[src/rtl/arm_spi_loader_if.sv]
// SPI + SRAM write bus of the bootstrap loader.
//   slave  : the loader (samples sclk/ss_b/mosi, drives miso and the SRAM bus).
//   master : the ARM / SRAM-mux side.
// Signals: sclk, ss_b, mosi, miso (SPI mode 0); booting, ram_cs_b, ram_oe_b,
// ram_we_b, ram_a, ram_d (SRAM write bus); progress, overrun (status).
interface arm_spi_loader_if #(
    parameter int unsigned ADDR_WIDTH = 18
);
    logic                  sclk;
    logic                  ss_b;
    logic                  mosi;
    logic                  miso;
    logic                  booting;
    logic                  ram_cs_b;
    logic                  ram_oe_b;
    logic                  ram_we_b;
    logic [ADDR_WIDTH-1:0] ram_a;
    logic [7:0]            ram_d;
    logic [7:0]            progress;
    logic                  overrun;

    modport slave (
        input  sclk, ss_b, mosi,
        output miso, booting, ram_cs_b, ram_oe_b, ram_we_b, ram_a, ram_d, progress, overrun
    );

    modport master (
        output sclk, ss_b, mosi,
        input  miso, booting, ram_cs_b, ram_oe_b, ram_we_b, ram_a, ram_d, progress, overrun
    );
endinterface

[src/rtl/arm_spi_loader.sv]
// SPI slave that receives the ROM image from the ARM during bootstrap and turns it into
// byte writes on the external SRAM bus.
// Ports:
//   clk     : system clock
//   n_reset : asynchronous active-low reset
//   bus     : SPI inputs (sclk/ss_b/mosi, asynchronous), miso, SRAM write bus,
//             booting (CPU held in reset / loader owns SRAM), progress, sticky overrun.
// Frame: CMD_WRITE A2 A1 A0 data... writes bytes from address {A2,A1,A0};
//        CMD_DONE followed by ss_b rising drops booting until reset.
module arm_spi_loader #(
    parameter int unsigned ADDR_WIDTH = 18,
    parameter int unsigned WE_CYCLES  = 4,
    parameter logic [7:0]  CMD_WRITE  = 8'hA5,
    parameter logic [7:0]  CMD_DONE   = 8'h5A
) (
    input logic             clk,
    input logic             n_reset,
    arm_spi_loader_if.slave bus
);

    localparam int unsigned CntW = (WE_CYCLES > 1) ? $clog2(WE_CYCLES) : 1;

    typedef enum logic [2:0] {
        StIdle, StCmd, StAddr2, StAddr1, StAddr0, StData, StIgnore, StDonePend
    } frame_e;

    typedef enum logic [1:0] {WIdle, WSetup, WPulse, WHold} wr_e;

    // Synchronisers; the third stage of sclk/ss_b is only the previous value for edge detect.
    logic sclk_s1_q, sclk_s2_q, sclk_s3_q;
    logic ss_s1_q, ss_s2_q, ss_s3_q;
    logic mosi_s1_q, mosi_s2_q;

    logic [2:0]            bit_cnt_q, bit_cnt_d;
    logic [7:0]            shift_q, shift_d;
    logic [7:0]            rx_byte_q, rx_byte_d;
    logic [7:0]            tx_q, tx_d;
    logic                  byte_valid_q, byte_valid_d;
    frame_e                frame_q, frame_d;
    logic [15:0]           addr_hi_q, addr_hi_d;
    logic                  booting_q, booting_d;
    wr_e                   wr_q, wr_d;
    logic [CntW-1:0]       we_cnt_q, we_cnt_d;
    logic                  cs_b_q, cs_b_d;
    logic                  we_b_q, we_b_d;
    logic [ADDR_WIDTH-1:0] ram_a_q, ram_a_d;
    logic [7:0]            ram_d_q, ram_d_d;
    logic                  overrun_q, overrun_d;

    logic sclk_rise, sclk_fall, ss_rise, ss_fall;
    logic load_addr, data_valid;

    assign sclk_rise = sclk_s2_q & ~sclk_s3_q;
    assign sclk_fall = ~sclk_s2_q & sclk_s3_q;
    assign ss_rise   = ss_s2_q & ~ss_s3_q;
    assign ss_fall   = ~ss_s2_q & ss_s3_q;

    // Byte assembly and miso shifter
    always_comb begin
        bit_cnt_d    = bit_cnt_q;
        shift_d      = shift_q;
        rx_byte_d    = rx_byte_q;
        tx_d         = tx_q;
        byte_valid_d = 1'b0;
        if (ss_s2_q) begin
            // Deselected: drop any partial byte and forget the frame's echo history.
            bit_cnt_d = 3'd0;
            shift_d   = 8'h00;
            rx_byte_d = 8'h00;
            tx_d      = 8'h00;
        end else begin
            if (sclk_rise) begin
                shift_d   = {shift_q[6:0], mosi_s2_q};
                bit_cnt_d = bit_cnt_q + 3'd1;
                if (bit_cnt_q == 3'd7) begin
                    byte_valid_d = 1'b1;
                    rx_byte_d    = {shift_q[6:0], mosi_s2_q};
                end
            end
            if (sclk_fall) begin
                // The fall that closes a byte (counter back at 0) loads the byte just
                // received, so its MSB is on miso for the first rise of the next byte.
                if (bit_cnt_q == 3'd0) begin
                    tx_d = rx_byte_q;
                end else begin
                    tx_d = {tx_q[6:0], 1'b0};
                end
            end
        end
    end

    // Frame parser
    always_comb begin
        frame_d    = frame_q;
        addr_hi_d  = addr_hi_q;
        booting_d  = booting_q;
        load_addr  = 1'b0;
        data_valid = 1'b0;
        if (ss_rise) begin
            frame_d = StIdle;
            if (frame_q == StDonePend) begin
                booting_d = 1'b0;
            end
        end else begin
            unique case (frame_q)
                StIdle: begin
                    if (ss_fall) frame_d = StCmd;
                end
                StCmd: begin
                    if (byte_valid_q) begin
                        if (rx_byte_q == CMD_WRITE) begin
                            frame_d = StAddr2;
                        end else if (rx_byte_q == CMD_DONE) begin
                            frame_d = StDonePend;
                        end else begin
                            frame_d = StIgnore;
                        end
                    end
                end
                StAddr2: begin
                    if (byte_valid_q) begin
                        addr_hi_d[15:8] = rx_byte_q;
                        frame_d         = StAddr1;
                    end
                end
                StAddr1: begin
                    if (byte_valid_q) begin
                        addr_hi_d[7:0] = rx_byte_q;
                        frame_d        = StAddr0;
                    end
                end
                StAddr0: begin
                    if (byte_valid_q) begin
                        load_addr = 1'b1;
                        frame_d   = StData;
                    end
                end
                StData: begin
                    data_valid = byte_valid_q;
                end
                StIgnore, StDonePend: begin
                end
                default: frame_d = StIdle;
            endcase
        end
    end

    // Write engine
    always_comb begin
        wr_d      = wr_q;
        we_cnt_d  = we_cnt_q;
        cs_b_d    = cs_b_q;
        we_b_d    = we_b_q;
        ram_a_d   = ram_a_q;
        ram_d_d   = ram_d_q;
        overrun_d = overrun_q;
        unique case (wr_q)
            WIdle: begin
                if (data_valid && booting_q) begin
                    ram_d_d = rx_byte_q;
                    cs_b_d  = 1'b0;
                    wr_d    = WSetup;
                end
            end
            WSetup: begin
                we_b_d   = 1'b0;
                we_cnt_d = '0;
                wr_d     = WPulse;
            end
            WPulse: begin
                if (we_cnt_q == CntW'(WE_CYCLES - 1)) begin
                    we_b_d = 1'b1;
                    cs_b_d = 1'b1;
                    wr_d   = WHold;
                end else begin
                    we_cnt_d = we_cnt_q + 1'b1;
                end
            end
            WHold: begin
                ram_a_d = ram_a_q + ADDR_WIDTH'(1);
                wr_d    = WIdle;
            end
            default: wr_d = WIdle;
        endcase
        // Engine busy: the byte is lost and the address does not advance for it.
        if (data_valid && booting_q && (wr_q != WIdle)) begin
            overrun_d = 1'b1;
        end
        if (load_addr) begin
            ram_a_d = ADDR_WIDTH'({addr_hi_q, rx_byte_q});
        end
    end

    always_ff @(posedge clk or negedge n_reset) begin
        if (!n_reset) begin
            sclk_s1_q    <= 1'b0;
            sclk_s2_q    <= 1'b0;
            sclk_s3_q    <= 1'b0;
            ss_s1_q      <= 1'b1;
            ss_s2_q      <= 1'b1;
            ss_s3_q      <= 1'b1;
            mosi_s1_q    <= 1'b0;
            mosi_s2_q    <= 1'b0;
            bit_cnt_q    <= 3'd0;
            shift_q      <= 8'h00;
            rx_byte_q    <= 8'h00;
            tx_q         <= 8'h00;
            byte_valid_q <= 1'b0;
            frame_q      <= StIdle;
            addr_hi_q    <= 16'h0000;
            booting_q    <= 1'b1;
            wr_q         <= WIdle;
            we_cnt_q     <= '0;
            cs_b_q       <= 1'b1;
            we_b_q       <= 1'b1;
            ram_a_q      <= '0;
            ram_d_q      <= 8'h00;
            overrun_q    <= 1'b0;
        end else begin
            sclk_s1_q    <= bus.sclk;
            sclk_s2_q    <= sclk_s1_q;
            sclk_s3_q    <= sclk_s2_q;
            ss_s1_q      <= bus.ss_b;
            ss_s2_q      <= ss_s1_q;
            ss_s3_q      <= ss_s2_q;
            mosi_s1_q    <= bus.mosi;
            mosi_s2_q    <= mosi_s1_q;
            bit_cnt_q    <= bit_cnt_d;
            shift_q      <= shift_d;
            rx_byte_q    <= rx_byte_d;
            tx_q         <= tx_d;
            byte_valid_q <= byte_valid_d;
            frame_q      <= frame_d;
            addr_hi_q    <= addr_hi_d;
            booting_q    <= booting_d;
            wr_q         <= wr_d;
            we_cnt_q     <= we_cnt_d;
            cs_b_q       <= cs_b_d;
            we_b_q       <= we_b_d;
            ram_a_q      <= ram_a_d;
            ram_d_q      <= ram_d_d;
            overrun_q    <= overrun_d;
        end
    end

    assign bus.miso     = ~ss_s2_q & tx_q[7];
    assign bus.booting  = booting_q;
    assign bus.ram_cs_b = cs_b_q;
    assign bus.ram_oe_b = 1'b1;
    assign bus.ram_we_b = we_b_q;
    assign bus.ram_a    = ram_a_q;
    assign bus.ram_d    = ram_d_q;
    assign bus.progress = ram_a_q[ADDR_WIDTH-1 -: 8];
    assign bus.overrun  = overrun_q;

endmodule

[src/flat_wrapper.sv]
// flat-port wrapper written by rule: the top's interface ports become plain ports
module arm_spi_loader_flat 
#(
    parameter int unsigned ADDR_WIDTH = 18,
    parameter int unsigned WE_CYCLES  = 4,
    parameter logic [7:0]  CMD_WRITE  = 8'hA5,
    parameter logic [7:0]  CMD_DONE   = 8'h5A
)
  (clk, n_reset, bus_sclk, bus_ss_b, bus_mosi, bus_miso, bus_booting, bus_ram_cs_b, bus_ram_oe_b, bus_ram_we_b, bus_ram_a, bus_ram_d, bus_progress, bus_overrun);
  arm_spi_loader_if #(.ADDR_WIDTH(ADDR_WIDTH)) bus_i ();
  input logic clk;
  input logic n_reset;
  input wire logic [$bits(bus_i.sclk)-1:0] bus_sclk;
  input wire logic [$bits(bus_i.ss_b)-1:0] bus_ss_b;
  input wire logic [$bits(bus_i.mosi)-1:0] bus_mosi;
  output wire logic [$bits(bus_i.miso)-1:0] bus_miso;
  output wire logic [$bits(bus_i.booting)-1:0] bus_booting;
  output wire logic [$bits(bus_i.ram_cs_b)-1:0] bus_ram_cs_b;
  output wire logic [$bits(bus_i.ram_oe_b)-1:0] bus_ram_oe_b;
  output wire logic [$bits(bus_i.ram_we_b)-1:0] bus_ram_we_b;
  output wire logic [$bits(bus_i.ram_a)-1:0] bus_ram_a;
  output wire logic [$bits(bus_i.ram_d)-1:0] bus_ram_d;
  output wire logic [$bits(bus_i.progress)-1:0] bus_progress;
  output wire logic [$bits(bus_i.overrun)-1:0] bus_overrun;
  assign bus_i.sclk = bus_sclk;
  assign bus_i.ss_b = bus_ss_b;
  assign bus_i.mosi = bus_mosi;
  assign bus_miso = bus_i.miso;
  assign bus_booting = bus_i.booting;
  assign bus_ram_cs_b = bus_i.ram_cs_b;
  assign bus_ram_oe_b = bus_i.ram_oe_b;
  assign bus_ram_we_b = bus_i.ram_we_b;
  assign bus_ram_a = bus_i.ram_a;
  assign bus_ram_d = bus_i.ram_d;
  assign bus_progress = bus_i.progress;
  assign bus_overrun = bus_i.overrun;
  arm_spi_loader #(.ADDR_WIDTH(ADDR_WIDTH), .WE_CYCLES(WE_CYCLES), .CMD_WRITE(CMD_WRITE), .CMD_DONE(CMD_DONE)) u_core (.clk(clk), .n_reset(n_reset), .bus(bus_i));
endmodule
[config.mk]
export PLATFORM = sky130hd
export DESIGN_NAME = arm_spi_loader_flat
export DESIGN_NICKNAME = d
export VERILOG_FILES = /design/src/rtl/arm_spi_loader_if.sv /design/src/rtl/arm_spi_loader.sv /design/src/flat_wrapper.sv
export SDC_FILE = /design/constraint.sdc
export NUM_CORES = 1
export LEC_CHECK = 0
export CAP_MARGIN = 0
export CORE_UTILIZATION = 39
export CTS_BUF_LIST = sky130_fd_sc_hd__clkbuf_16
export CTS_CLUSTER_SIZE = 14
export DETAILED_ROUTE_END_ITERATION = 10
export HOLD_SLACK_MARGIN = 0.03
export PLACE_DENSITY = 0.69
export REMOVE_ABC_BUFFERS = 1
export SETUP_SLACK_MARGIN = 0.4
export SLEW_MARGIN = 20
export SYNTH_ARGS = -nofsm -noshare
export SYNTH_HDL_FRONTEND = slang
export SYNTH_SLANG_ARGS = --single-unit
[constraint.sdc]
create_clock -name clk -period 2.4 [get_ports clk]
set_input_delay 0.24 -clock clk [delete_from_list [all_inputs] [get_ports clk]]
set_output_delay 0.24 -clock clk [all_outputs]
set_load 0.1 [all_outputs]
# After elaboration in Yosys (flattened, before gate mapping)
# Cells that the tools add are included.
# word_totals
register_bits,82
latch_bits,0
ramBits,0
rom_bits,0
in_bits,5
output_inout_bits,40
n_memories,0
# op_classes
add_sub_neg,3
multipliers,0
div_mod_pow,0
n_lt_le_gt_ge,0
eq_ne,21
shifts,0
muxes,38
bitwise,10
reduce_logical,23
# ops
op,n
8-bit 2-to-1 mux,6
18-bit 2-to-1 mux,2
3-bit 2-to-1 mux,9
"18-bit by 1-bit adder with 18-bit output, second input constant",1
"3-bit by 1-bit != test with 1-bit output, second input constant",5
3-bit one-hot mux with 5 select lines,1
7-bit 2-to-1 mux,2
2-bit nonzero test,7
"3-bit == test, second input constant",4
2-bit AND reduction,6
1-bit 2-to-1 mux,11
3-bit AND reduction,3
"8-bit by 7-bit == test with 1-bit output, second input constant",1
"8-bit == test, second input constant",1
2-bit one-hot mux with 4 select lines,1
"2-bit == test, second input constant",3
"3-bit by 2-bit == test with 1-bit output, second input constant",2
3-bit zero test,2
2-bit 2-to-1 mux,3
6-bit AND reduction,1
6-bit nonzero test,1
1-bit bitwise AND,5
1-bit inverter,5
"2-bit by 1-bit != test with 1-bit output, second input constant",2
other kinds (9),11

# Longest topological paths before layout
# logic_depth
ltp_word,6
mapped_depth,7
mapped_depth_nobuf,5

# Least setup slack after synthesis
# OpenSTA, ideal clock, no wires.
# synth_path
kind,register to register
startpoint,"register u_core.ram_a_q[7], in the netlist u_core.bus.ram_a[7]"
endpoint,"register u_core.ram_a_q[16], in the netlist u_core.bus.ram_a[16]"
setup_time_ns,0.072
t_arrival_ns,2.301
required_ns,2.328
slack_ns,0.028
stages_incl_launch_ff,5
n_path_buf,0
period_less_slack_ns,2.372
cell_sequence,dfrtp_1 nand3_2 or4_4 or4_1 nand3_1
# synth_via
elab_chain_cells,3
# synth_lines
element,line_no,rtl
start: declaration,arm_spi_loader.sv:46,"logic [ADDR_WIDTH-1:0] ram_a_q, ram_a_d;"
start signal: assignment,arm_spi_loader.sv:240,ram_a_q <= ram_a_d;
18-bit by 1-bit adder with 18-bit output,arm_spi_loader.sv:180,ram_a_d = ram_a_q + ADDR_WIDTH'(1);
18-bit 2-to-1 mux,arm_spi_loader.sv:157,unique case (wr_q)
18-bit 2-to-1 mux,arm_spi_loader.sv:189,if (load_addr) begin
# No other way between the ends. The select of a mux whose other input is x is not followed.
# A chain may end at the register's enable or synchronous reset.

# Worst setup path after layout
# layout_path
startpoint,register u_core.wr_q[0]
endpoint,"register u_core.ram_a_q[13], in the netlist u_core.bus.ram_a[13]"
# layout_via
elab_chain_cells,2
# layout_lines
element,line_no,rtl
start: declaration,arm_spi_loader.sv:42,"wr_e wr_q, wr_d;"
start signal: assignment,arm_spi_loader.sv:212,wr_q <= WIdle;
start signal: assignment,arm_spi_loader.sv:236,wr_q <= wr_d;
2-bit == test,arm_spi_loader.sv:157,
2-bit nonzero test (no line),n/a,
# No other way between the ends.

==> flow_summary_export.csv <==
group,metric,value,unit
clock_tree,root_buffer,"clkbuf_16",
timing,fmax,511,MHz
timing,drv_slew,0,
routing,drc,0,
timing,hold_viol_final,0,
timing,setup_slack,0.443,ns
yosys,synth-main-ff-cell,"dfrtp_1",
yosys,async_flop_share,100,%
flow_run,cap_violations,0,
floorplanning,rows,35,
routing,drtAntennaViolNets,0,
clock_tree,cts_buffer_depth,2,
hold_path,min_path_cells,1,
finish,finish.instance_area,0.00454,mm2
floorplanning,num_io_pins,45,
placed_design,place_ws,0.379,ns
finish,fin_nets,412,
yosys,synth_edf_count,0,
routing,wl_per_cell,14.2,um
global_routing,gr-total-overflow,0,
setup_path,worstSetupEndpointType,"flip-flop",
setup_path,worstPathRequired,2.67,ns
pwr,p_total,2910,uW
global_routing,grt_use_total,16.7,%
floorplanning,start_util,40.5,%
yosys,synth_top_area_share,50.3,%
placed_design,placed_area,0.00420,mm2
routing,wirelength,7560,um
yosys,ys_seq_area_share,54.5,%
finish,syn_to_final_growth,20.0,%
clock_tree,clock_latency,0.33,ns
timing,rsz0062_at_grt,"true",
finish,drive_above_1_share,22.6,%
placed_design,dpl.hpwl,5130,um
global_routing,grt_start_max_net_pins,83,
finish,diodes,0,
timing,worst_slew_pin_slew,0.558,ns
placed_design,port_buffers,43,
yosys,post-synth-top-count-cell,"dfrtp_1",
yosys,syn_area_per_cell,10.5,um2
global_routing,met3_usage,4.53,%
clock_tree,h-tree-depth,3,
setup_path,crit_path_start_kind,"flip-flop",
setup_path,cp_max_fo,6,
routing,via_per_inst,5.11,
floorplanning,die_x,100,um
pwr,ir_worst_vdd,0.413,mV
clock_tree,cts_sinks,82,
finish,finalNonFillerCells,532,
routing,drt-initial-drc-count,143,
setup_path,rrSetupSlack,0.44,ns
setup_path,critPathMaxStageDelay,0.59,ns
timing,period_share,81.5,%
yosys,synthTopCellsByCount,"dfrtp_1 (76), nand2_1 (62), o21ai_0 (24)",
clock_tree,clk_pin_slew,0.06,ns
pwr,leakagePower,0.00203,uW
clock_tree,cts_buffers,9,
clock_tree,cts_tree,"done",
setup_path,worstPathCellList,"ha_4, nand4_1, or4_4, or4_1, nand3_1",
yosys,synth-seq-cells,82,
finish,fin_util,48.6,%
hold_path,hold_path.class,"in -> reg",
yosys,synth_area_leaders,"dfrtp_1 (50%), nand2_1 (6.2%), mux2_2 (5.4%)",
global_routing,met2_usage,26.6,%
timing,clock_skew,0.00512,ns
floorplanning,core-area,0.00933,mm2
floorplanning,dieArea,0.0101,mm2
timing,period_needed,1.96,ns
global_routing,grt_pass1_wl,13100,um
timing,finalSetupViolCount,0,
global_routing,grt_antenna_before_repair,0,
yosys,yosysWarningCount,0,
placed_design,place_inst,515,
status,run_status,"complete, no violations",
placed_design,gp_congestion,0.810,
global_routing,busiest_layer,"met2",
yosys,synth_area,0.00378,mm2
setup_path,rr_worst_depth,5,
yosys,ys_types,46,
routing,dr.pass1.iters,4,
setup_path,worst-setup-path-type,"reg -> reg",
global_routing,grt_pass1_vias,2666,
yosys,synthesis.instances,360,
pwr,powerDensity,643,mW/mm2
setup_path,cp_slowest_cell,"or4_4",
yosys,synth_top_cell_by_area,"dfrtp_1",
routing,via_count,2718,
global_routing,use_met1,22.1,%
setup_path,cp.arrival,2.22,ns
floorplanning,fp.dieH,100,um
timing,slew_headroom,62.8,%
flip-flops by register name, indices dropped and copies added (netlist names), 2 cells and up:
signal            count
u_core.rx_byte_q      8
u_core.bit_cnt_q      3
u_core.frame_q        3
u_core.wr_q           2
u_core.we_cnt_q       2
u_core.bus.ram_d      8
u_core.tx_q           8
u_core.addr_hi_q     10
u_core.shift_q        7
u_core.bus.ram_a     18
final cells by class:
type	count	area, um2
fill	873	4790
multi-input combinational	245	1570
clock buffer	9	225
clock inverter	7	85.1
tap	129	161
timing repair buffer	49	390
sequential	82	2060
inverter	11	41.3
through the flow:
step                hold WS (ns)  setup TNS [ns]
global placement           0.302               0
detailed placement         0.306               0
global route               0.314               0
CTS                        0.302               0
floorplan                -0.0556           -2.89
finish                     0.314               0
path summary, 6_finish.rpt:
| path | startpoint | end |
|---|---|---|
| max | u_core.wr_q[0]$_DFFE_PN0P_ | u_core.bus.ram_a[13]$_DFFE_PN0P_ |
| min | bus_ss_b | u_core.ss_s1_q$_DFF_PN1_ |
| max reg2reg | u_core.wr_q[0]$_DFFE_PN0P_ | u_core.bus.ram_a[13]$_DFFE_PN0P_ |
| min reg2reg | u_core.mosi_s1_q$_DFF_PN0_ | u_core.mosi_s2_q$_DFF_PN0_ |
| max in group asynchronous | n_reset | u_core.bus.ram_we_b$_DFFE_PN1P_ |
| min in group asynchronous | n_reset | u_core.mosi_s1_q$_DFF_PN0_ |
kinds of logic (layout without fill, tap and decap cells):
kind of cell,count (synthesis),in the layout,synth area share (%)
other,1,1,0.0992
flip-flops,82,82,54.5
AO/OA/AOI/OAI,62,62,9.60
XOR/XNOR,14,14,3.25
adder cells (fa/ha/maj),9,9,2.98
AND/OR/NAND/NOR,132,132,17.4
buffers and inverters,33,76,4.40
multiplexers,27,27,7.75
power by group:
part	internal [uW]	switching (uW)
clock	899	518
combinational	26.5	64.3
sequential	1400	9.53
total	2320	592
placed cells by master, fill, tap and decap left out, types with 6 or more instances in the layout:
master | Yosys | final
a21oi_1 | 20 | 20
buf_4 | 9 | 44
clkbuf_16 | 0 | 9
dfrtp_1 | 76 | 76
dfstp_2 | 6 | 6
ha_1 | 9 | 8
inv_1 | 11 | 12
mux2_2 | 18 | 18
mux2i_1 | 9 | 9
nand2_1 | 62 | 62
nand3_1 | 22 | 22
nand4_1 | 6 | 6
nor2_1 | 8 | 8
nor2b_1 | 6 | 6
o21ai_0 | 24 | 24
xnor2_1 | 7 | 7
xor2_1 | 7 | 7
worst max-delay path, delay by kind of cell (launching register included):
family | cells | cell delay (ns)
and+or+nand+nor | 4 | 1.24
DFF | 1 | 0.45
adders and majority gates | 1 | 0.20
routing by layer:
layer	share of wire (%)	wire length, um
met3	3.7	277
met2	48	3620
met4	1.6	119
met5	0	0
met1	47	3550
repair_timing:
item	in CTS	in global routing
hold buffers	1	0
buffers inserted	0	0
setup endpoints to repair	4	6
endpoints found under the hold margin	76	0
resized for setup	1	3
Power figures use the tool's default switching activity.
==> patch, RTL diff (same flow settings) <==
Take the reset off `addr_hi_q` and load it in a clocked block of its own.
--- a/src/rtl/arm_spi_loader.sv
+++ b/src/rtl/arm_spi_loader.sv
@@ -207,7 +207,6 @@
             tx_q         <= 8'h00;
             byte_valid_q <= 1'b0;
             frame_q      <= StIdle;
-            addr_hi_q    <= 16'h0000;
             booting_q    <= 1'b1;
             wr_q         <= WIdle;
             we_cnt_q     <= '0;
@@ -231,7 +230,6 @@
             tx_q         <= tx_d;
             byte_valid_q <= byte_valid_d;
             frame_q      <= frame_d;
-            addr_hi_q    <= addr_hi_d;
             booting_q    <= booting_d;
             wr_q         <= wr_d;
             we_cnt_q     <= we_cnt_d;
@@ -241,6 +239,10 @@
             ram_d_q      <= ram_d_d;
             overrun_q    <= overrun_d;
         end
+    end
+
+    always_ff @(posedge clk) begin
+        addr_hi_q <= addr_hi_d;
     end
 
     assign bus.miso     = ~ss_s2_q & tx_q[7];
Function: same outputs for any inputs over 10 cycles, from zero or initial values and one cycle with n_reset low; that may be too few to reach the edited logic, so the function may still have changed.
==> patch against the original RTL <==
Sequential cell count unchanged; critical path depth down 2; global-route usage down 0.64 points; clock skew up 3.9 ps; wire length down 4.1%; largest cell class unchanged; synthesized area down 1.9%; total power up 0.21%; via count down 1.8%; setup slack better by 130 ps; critical endpoint is now u_core.bus.ram_d[5]$_DFFE_PN0P_; design area down 2.0%.
==> patch: results (changes against the original RTL) <==
syn avg cell area=10.7 um2 (+1.8%); Max VDD drop=0.358 mV (-13%); Worst path max stage delay=490 ps (-100 ps); dpl cells=502 (-2.5%); EDFF count, synth=10 (+10); leakage=1.96 nW (-3.6%); post-synth design cell area=3710 um2 (-1.9%); asr flop ratio synth=87.8% (-12 points); Post-Synth Adder-Cell Area=3.04% (+0.058 points); sw frac=21.0% (+0.66 points); Post-CTS Setup Inserts=0 (unchanged); Post-CTS Resized=0 (-1); Layout fillers=852 (-2.4%); multiplexer share of the synthesized area=5.17% (-2.6 points); met2 GRT Util=26.5% (-0.058 points); area occupied by multi-input gates=1440 um2 (-8.3%); gpl congestion=0.848 (+4.8%); DR vias/cell=5.14 (+0.62%); CP arrival=2040 ps (-180 ps); buffering overhead=8.61% (about the same); sequential fraction of the synthesis area=56.9% (+2.4 points); area delta synth->final=19.9% (about the same); largest fanout on the critical path=10 (+4); P_comb=0.0868 mW (-4.4%); R2R cell count=3 (-2); invs w/o clock=9 (-2); post-synthesis compound-gate area fraction=9.72% (+0.12 points); synth top area cells=dfrtp_1 45%, edfxtp_1 8.1%, a21oi_1 4.9%; Worst Clk Skew=9.01 ps (+3.89 ps); Final HPWL DP=4950 um (-3.6%); dpl cell area=4120 um2 (-1.8%); largest net degree at the start of global routing=37 (-55%); Clock Buffer Count=10 (+1); share of layout cells above drive strength 1=21.0% (-1.6 points); first-pass GRT wire length=12500 um (-4.6%); GRT Overall Usage=16.0% (-0.64 points); Crit-path slowest cell=nand4_1; Synth top cells by count=66 x dfrtp_1, 46 x nand2_1, 36 x a21oi_1; Slew headroom=59.5% (-3.2 points); FF+latch count=82 (unchanged); sequential portion of the cell area=47.5% (+2.1 points); status=finished, final reports clean; number of global-route vias before repair=2590 (-2.9%); Crit. Startpoint=u_core.frame_q[2]$_DFFE_PN0P_; DRT met1 WL=3280 um (-7.6%); DRT iter0 DRCs=183 (+28%); CTS H-tree lvls=3 (unchanged); Final clock-cell share=7.07% (+0.23 points); met1 usage in global routing=20.8% (-1.3 points); # nets final=399 (-3.2%)
## patch: cell families after synthesis
family,after synthesis
muxes,18
DFF,82
adders and majority gates,9
xor gates and xnor gates,18
and+or+nand+nor,123
AOI/OAI and AO/OA,64
buffers and inverters,32
other,1
## patch: metrics by stage
step	TNS (ps)	setup slack, ps	hold WS [ps]
after CTS	0	515	305
final	0	574	315
after global placement	0	608	282
after floorplan	-1610	-597	-55.6
after detailed placement	0	525	291
after global routing	0	456	304
## patch: how the worst max path moves through the flow
stage	endpoint	slack, ps	cells after the start
CTS	u_core.bus.ram_a[17]$_DFFE_PN0P_	510	5
global route	u_core.bus.ram_d[2]$_DFFE_PN0P_	460	3
floorplan	u_core.bus.ram_a[17]$_DFFE_PN0P_	-600	4
global placement	u_core.bus.ram_a[17]$_DFFE_PN0P_	610	5
finish	u_core.bus.ram_d[5]$_DFFE_PN0P_	570	3
detailed placement	u_core.bus.ram_a[17]$_DFFE_PN0P_	520	5
